<file path="src/rtl/uart_rx_param.sv">
// Parametrised oversampling UART receiver with valid/ready character output.
// Optional build macro UART_RX_MAJORITY_EN: 2-of-3 majority vote around each mid-bit sample.
module uart_rx_param #(
  parameter int CLKS_PER_BIT = 22274,
  parameter int DATA_BITS    = 8,
  parameter int PARITY       = 0,
  parameter int STOP_BITS    = 1
) (
  input  logic                 clk,
  input  logic                 i_reset_n,
  input  logic                 i_rx,
  output logic [DATA_BITS-1:0] o_data,
  output logic                 o_valid,
  input  logic                 i_ready,
  output logic                 o_parity_err,
  output logic                 o_frame_err,
  output logic                 o_overrun,
  output logic                 o_busy
);

  localparam int CW = $clog2(CLKS_PER_BIT);
  localparam int IW = $clog2(DATA_BITS + 1);
`ifdef UART_RX_MAJORITY_EN
  // Decision lands one cycle after nominal mid-bit so the vote window straddles it;
  // the per-bit period is unchanged, every decision simply shifts one cycle later.
  localparam int START_DONE = CLKS_PER_BIT / 2;
`else
  localparam int START_DONE = CLKS_PER_BIT / 2 - 1;
`endif
  localparam logic [CW-1:0] START_END = CW'(START_DONE);
  localparam logic [CW-1:0] BIT_END   = CW'(CLKS_PER_BIT - 1);
  localparam logic [IW-1:0] LAST_DATA = IW'(DATA_BITS - 1);
  localparam logic [IW-1:0] LAST_STOP = IW'(STOP_BITS - 1);

  typedef enum logic [2:0] {S_IDLE, S_START, S_DATA, S_PARITY, S_STOP, S_BREAK} state_t;

  state_t               state, state_nxt;
  logic                 rx_p0, rx_p1;
  logic                 rx_s;
  logic                 sample;
  logic                 tick;
  logic                 complete;
  logic [CW-1:0]        cnt;
  logic [IW-1:0]        bit_idx;
  logic [DATA_BITS-1:0] shreg;
  logic                 par_err_q;
  logic                 frame_err_q;

  // Stage p0/p1: metastability synchroniser, idles high
  always_ff @(posedge clk or negedge i_reset_n) begin
    if (!i_reset_n) begin
      rx_p0 <= 1'b1;
      rx_p1 <= 1'b1;
    end else begin
      rx_p0 <= i_rx;
      rx_p1 <= rx_p0;
    end
  end

  assign rx_s = rx_p1;

`ifdef UART_RX_MAJORITY_EN
  logic [1:0] rx_hist;

  always_ff @(posedge clk or negedge i_reset_n) begin
    if (!i_reset_n) rx_hist <= 2'b11;
    else            rx_hist <= {rx_hist[0], rx_s};
  end

  assign sample = (rx_hist[1] & rx_hist[0]) | (rx_hist[1] & rx_s) | (rx_hist[0] & rx_s);
`else
  assign sample = rx_s;
`endif

  always_ff @(posedge clk or negedge i_reset_n) begin
    if (!i_reset_n) state <= S_IDLE;
    else            state <= state_nxt;
  end

  always_comb begin
    state_nxt = state;
    case (state)
      S_IDLE:   if (!rx_s) state_nxt = S_START;
      S_START:  if (tick) state_nxt = sample ? S_IDLE : S_DATA;
      S_DATA:   if (tick && bit_idx == LAST_DATA) state_nxt = (PARITY != 0) ? S_PARITY : S_STOP;
      S_PARITY: if (tick) state_nxt = S_STOP;
      S_STOP:   if (tick && bit_idx == LAST_STOP) state_nxt = sample ? S_IDLE : S_BREAK;
      S_BREAK:  if (rx_s) state_nxt = S_IDLE;
      default:  state_nxt = S_IDLE;
    endcase
  end

  always_comb begin
    o_busy   = (state != S_IDLE);
    tick     = (state == S_START) ? (cnt == START_END) : (cnt == BIT_END);
    complete = (state == S_STOP) && tick && (bit_idx == LAST_STOP);
  end

  always_ff @(posedge clk or negedge i_reset_n) begin
    if (!i_reset_n) begin
      cnt          <= '0;
      bit_idx      <= '0;
      shreg        <= '0;
      par_err_q    <= 1'b0;
      frame_err_q  <= 1'b0;
      o_data       <= '0;
      o_valid      <= 1'b0;
      o_parity_err <= 1'b0;
      o_frame_err  <= 1'b0;
      o_overrun    <= 1'b0;
    end else begin
      if (state == S_IDLE || state == S_BREAK || tick) cnt <= '0;
      else                                              cnt <= cnt + CW'(1);

      case (state)
        S_START: if (tick) begin
          bit_idx     <= '0;
          par_err_q   <= 1'b0;
          frame_err_q <= 1'b0;
        end
        S_DATA: if (tick) begin
          shreg   <= {sample, shreg[DATA_BITS-1:1]};
          bit_idx <= (bit_idx == LAST_DATA) ? '0 : bit_idx + IW'(1);
        end
        S_PARITY: if (tick) par_err_q <= ^shreg ^ sample ^ (PARITY == 1);
        S_STOP: if (tick) begin
          bit_idx <= bit_idx + IW'(1);
          if (!sample) frame_err_q <= 1'b1;
        end
        default: ;
      endcase

      // A completing character may reuse the slot being handed off this cycle
      if (complete) begin
        if (!o_valid || i_ready) begin
          o_data       <= shreg;
          o_parity_err <= (PARITY != 0) && par_err_q;
          o_frame_err  <= frame_err_q | ~sample;
          o_valid      <= 1'b1;
        end else begin
          o_overrun    <= 1'b1;
        end
      end else if (i_ready) begin
        o_valid <= 1'b0;
      end
    end
  end

endmodule

</file>
<file path="config.mk">
export PLATFORM = sky130hd
export DESIGN_NAME = uart_rx_param
export DESIGN_NICKNAME = d
export VERILOG_FILES = /design/src/rtl/uart_rx_param.sv
export SDC_FILE = /design/constraint.sdc
export NUM_CORES = 1
export LEC_CHECK = 0
export ABC_AREA = 1
export CORE_MARGIN = 1
export CORE_UTILIZATION = 52
export CTS_CLUSTER_DIAMETER = 60
export DETAILED_ROUTE_END_ITERATION = 12
export GPL_ROUTABILITY_DRIVEN = 1
export PLACE_DENSITY = 0.75
export SETUP_SLACK_MARGIN = 0.2
export SYNTH_ARGS = -nofsm -noshare
export SYNTH_HDL_FRONTEND = slang
export SYNTH_SLANG_ARGS = --single-unit
</file>
<file path="constraint.sdc">
create_clock -name clk -period 1.6 [get_ports clk]
set_clock_uncertainty 0.2 [all_clocks]
set_input_delay 0.32 -clock clk [delete_from_list [all_inputs] [get_ports clk]]
set_output_delay 0.32 -clock clk [all_outputs]
set_load 0.02 [all_outputs]
</file>
* Word level (Yosys, flattened, before mapping) *
Index checks and enable logic that the tools add are counted.

cells by class
  $add $sub $neg = 2
  eq/ne operators = 18
  mux-type cells = 23
  bitwise gates (word level) = 3
  reduce and logical (&&, ||, !) cells = 21

operators with widths
  operator                                          count
  two-way mux 3 bit                                 7
  != test 2 bit (second input constant)             9
  one-hot mux 3 bit (6 select lines)                1
  two-way mux 4 bit                                 4
  adder 15 x 1 -> 15 bit (second input constant)    1
  == test 15 x 14 -> 1 bit (second input constant)  1
  == test 15 bit (second input constant)            1
  two-way mux 15 bit                                1
  one-hot mux 4 bit (3 select lines)                1
  AND reduction 2 bit                               4
  AND reduction 4 bit                               2
  two-way mux 1 bit                                 7
  == test 3 x 2 -> 1 bit (second input constant)    2
  == test 3 bit (second input constant)             2
  AND reduction 6 bit                               1
  nonzero test 3 bit                                2
  adder 4 x 1 -> 4 bit (second input constant)      1
  == test 4 x 3 -> 1 bit (second input constant)    1
  logical AND 1 bit                                 4
  zero test 4 bit                                   1
  nonzero test 2 bit                                2
  == test 3 x 1 -> 1 bit (second input constant)    1
  zero test 3 bit                                   1
  logical OR 1 bit                                  3
  6 further kinds                                   7

storage, ports and cells
  register bits after elaboration = 44
  output and inout port bits = 13
  logic and storage cells = 78

* Logic depth before layout (Yosys ltp) *
  depth in word-level cells = 6
  depth in mapped cells = 11

* Worst setup path before layout *
No wires, ideal clock.

  path type = register to register
  start = reg cnt[0]
  end = reg cnt[12]
  data arrival time = 1.463 ns
  data required time = 1.280 ns
  path slack = -0.183 ns
  stages on the path, launching flop included = 11
  path buffers = 0
  cells stage by stage = dfrtp_1 ha_1 nand3_1 nor2_1 nand2_1 nor2_1 nand2_1 nor2_2 nand2_1 o21ai_0 nor2_1

on the way
  cells in the longest elaborated chain, start to end = 4
  elaborated cells on any way between the ends = 6
  classes of those cells = 1 x add/sub; 2 x eq/ne; 2 x mux; 1 x reduce/logical

RTL lines
  element                                                                         RTL line  source
  start: declaration                                                              43        logic [CW-1:0] cnt;
  start signal: assignment                                                        113       else cnt <= cnt + CW'(1);
  parallel branches: the longest is 3 deep, another holds adder 15 x 1 -> 15 bit  -
  two-way mux 15 bit (*)                                                          112       if (state == S_IDLE || state == S_BREAK || tick) cnt <= '0;

Every way passes the cells marked *.
A chain may end at the register's enable or synchronous reset.

* Final worst setup path *
  start = reg cnt[1]
  end = reg frame_err_q

on the way
  cells in the longest elaborated chain, start to end = 4
  elaborated cells on any way between the ends = 6
  classes of those cells = 4 x eq/ne; 1 x mux; 1 x reduce/logical

RTL lines
  element                                                     RTL line  source
  == test 15 bit or == test 15 x 14 -> 1 bit (tied branches)  95        tick = (state == S_START) ? (cnt == START_END) : (cnt == BIT_END);
  two-way mux 1 bit (*)                                       95
  != test 2 bit (no line)                                     -
  AND reduction 4 bit (no line) (*)                           -
  end signal: assignment                                      105       frame_err_q <= 1'b0;
  end signal: assignment                                      119       frame_err_q <= 1'b0;
  end signal: assignment                                      128       if (!sample) frame_err_q <= 1'b1;
  end: declaration                                            47        logic frame_err_q;

Every way passes the cells marked *; elsewhere a longest branch is shown, timed or not.

==> impl_metrics.json <==
{
  "status": "finished, violations left",
  "violations": "setup timing",
  "p_int_w": 0.00144,
  "p_seq_frac": 0.586,
  "ir_drop_uv": 786,
  "post-route-period-util": 1.22,
  "maxSlewViolCount": 0,
  "start_kind": "register",
  "clk_pin_slew_ps": 90,
  "ys_seq_area_frac": 0.512,
  "avgSynthCellArea_um2": 8.22,
  "endpoint_kind": "register",
  "place_congestion": 0.889,
  "cpMostUsedCell": "buf_4",
  "crit_arrival_ps": 1940,
  "synthTopCellsByCount": "66 x nand2_1, 42 x dfrtp_1, 36 x inv_1, 25 x nor2_1",
  "rsz0062_at_grt": "true",
  "synth-edff-count": 0,
  "crit_required_ps": 1590,
  "drc": 0,
  "synthArstFlopShare": 1.00,
  "ant_nets": 0,
  "path_cells": "buf_4, nor2_4, nand3_4, buf_4, nor3_2, buf_4, nand4_1, nand2_1, o21ai_0",
  "power.share.switching": 0.245,
  "fillers": 164,
  "insertion_delay_ps": 320,
  "synth_area_um2": 2150,
  "fin_crit_ps": 1950,
  "critPathBufInv": 3,
  "detail_route.wl_per_cell_um": 19.2,
  "cts_buffers": 5,
  "p_per_area_nw_per_um2": 538,
  "grt_max_degree": 45,
  "h-tree-depth": 2,
  "synth_cell_types": 25,
  "num_rows": 23,
  "cts_tree": "done",
  "fin_cells": 418,
  "finalWorstSetupSlack_ps": -348,
  "hold_class": "reg2reg",
  "synth_top_cell_by_area": "dfrtp_1",
  "fmax_mhz": 513,
  "final_area_um2": 3540,
  "clockRootBuffer": "clkbuf_8",
  "yosysMostFrequentCell": "nand2_1",
  "final_hold_viol_count": 0,
  "start_util": 0.538,
  "antennaDiodeCount": 0,
  "post-dp-hpwl_um": 3470,
  "grt_pass1_wl_um": 10500,
  "finalSetupViolCount": 43,
  "p_clk_frac": 0.392,
  "ff_latch_area_um2": 1110,
  "yosysTopAreaCellShare": 0.488,
  "synth.area.top_cells": "dfrtp_1 49%, nand2_1 12%, inv_1 6.3%",
  "overflow": 0,
  "crit_fanout": 3,
  "finalSetupTns_ps": -10060,
  "synth_warnings": 0,
  "power_switching_w": 0.000468,
  "route.met2.wl_um": 4140,
  "syn_nets": 269,
  "dr_wl_met3_um": 478,
  "grt_pass1_vias": 2164,
  "ioPinCount": 17,
  "nets": 374,
  "p_comb_frac": 0.022,
  "ys_seq_elements": 44,
  "fin_util": 0.886,
  "dr.pass1.iters": 5,
  "slowest_delay_ps": 420,
  "grt_antenna_before_repair": 0,
  "path_class": "reg2reg",
  "drive_gt1_frac": 0.552,
  "wl_um": 8050,
  "place_area_um2": 2830,
  "core_um2": 4000,
  "clkSinkCount": 44,
  "synth_ff_type": "dfrtp_1",
  "crit_slowest_cell": "dfrtp_1",
  "wl_met1_um": 3130,
  "top_layer_used": "met4",
  "drt_iter0_markers": 323,
  "chipHeight_um": 66.4,
  "via_per_inst": 5.72,
  "vias": 2392,
  "die_width_um": 66.4,
  "maxCapViolations": 0,
  "leakage_nw": 1.67,
  "clockBufferDepth": 2,
  "grt_use_total": 0.328,
  "crit_family": "simple AND/OR/NAND/NOR gates",
  "multiInputGateArea_um2": 1290,
  "syn2layout_area_growth_pct": 64.6,
  "io_buffers": 15,
  "die-area_um2": 4400,
  "dp_cells": 378,
  "netlist_instances": 262
}
final timing paths:
kind	cells past startpoint	slack, ps	start	end
setup / recovery	9	-350	cnt[1]$_DFF_PN0_	frame_err_q$_DFFE_PN0P_
hold / removal	0	160	rx_p0$_DFF_PN1_	rx_p1$_DFF_PN1_
setup reg to reg	9	-350	cnt[1]$_DFF_PN0_	frame_err_q$_DFFE_PN0P_
hold reg to reg	0	160	rx_p0$_DFF_PN1_	rx_p1$_DFF_PN1_
max in group asynchronous	3	610	i_reset_n	rx_p0$_DFF_PN1_
min in group asynchronous	3	300	i_reset_n	o_data[2]$_DFFE_PN0P_
per-layer routing:
layer	up-vias	GRT usage
li1	1054	-
met1	1181	0.423
met2	125	0.555
met3	32	0.0500
met4	0	0.122
met5	-	0
power groups by stage:
stage	sequential, W	combinational, W	clock [W]
finish	0.00112	0.0000418	0.000747
global route	0.00112	0.0000477	0.000795
CTS	0.00112	0.0000420	0.000723
detailed placement	0.00114	0.0000401	0
global placement	0.00114	0.0000398	0
floorplan	0.00114	0.00000712	0
per-stage QoR:
stage / hold WS [ps] / power, W / worst slack (ps)
6_report: 161 / 0.00191 / -348
5_1_grt: 165 / 0.00196 / -457
4_1_cts: 161 / 0.00188 / -183
2_1_floorplan: -176 / 0.00115 / -152
3_3_place_gp: 112 / 0.00118 / -207
3_5_place_dp: 113 / 0.00118 / -255
cells by family (layout without fill, tap and decap cells):
logic type / Yosys count / count (layout) / synth area share
compound gates: 40 / 40 / 0.110
xor+xnor: 2 / 2 / 0.00814
fa+ha+maj: 3 / 3 / 0.0174
buf+inv: 42 / 144 / 0.0790
flops: 44 / 44 / 0.512
other cells: 1 / 1 / 0.00174
simple gates: 130 / 134 / 0.271
state kept, by name (all words and copies together), names as in the netlist, 3 cells and up:
signal   count
o_data       8
bit_idx      4
state        3
shreg        8
cnt         15
placed cells by master (no fill, tap or decap), types with 2 or more instances in the layout:
cell type / count
nand2_4: 8
ha_1: 2
o21ai_0: 3
inv_1: 33
buf_6: 15
dfstp_2: 2
clkdlybuf4s50_1: 2
buf_2: 5
nor3_4: 2
buf_12: 3
nor3_2: 6
clkinv_4: 2
nand3_4: 7
dfrtp_1: 40
nor2_1: 16
nand3_2: 4
nor2_2: 7
nand2_2: 27
xor2_1: 2
nor2_4: 4
o21ai_1: 9
o21ai_2: 14
clkinvlp_4: 2
nand2_8: 2
nand2_1: 34
nand3_1: 8
dfrtp_2: 2
buf_4: 71
clkbuf_8: 5
a21oi_1: 6
inv_8: 2
nand4_1: 7
a21oi_2: 6
repair_timing:
action | 4_1_cts | 5_1_grt
endpoints found under the setup margin | 54 | 51
pin swaps | 13 | 15
hold endpoints to repair | 42 | 0
setup buffers | 14 | 13
resized for setup | 106 | 55
gates cloned | 4 | 0
hold buffers | 1 | 0
area by class of cell:
cell class              count  share of cell area
inverters                  39              0.0491
flip-flops and latches     44               0.312
multi-input cells         180               0.365
repair buffers             97               0.230
clock inverters             3             0.00671
well taps                  50              0.0176
clock buffers               5              0.0194
Note: power is estimated with default switching activity, not from simulation.
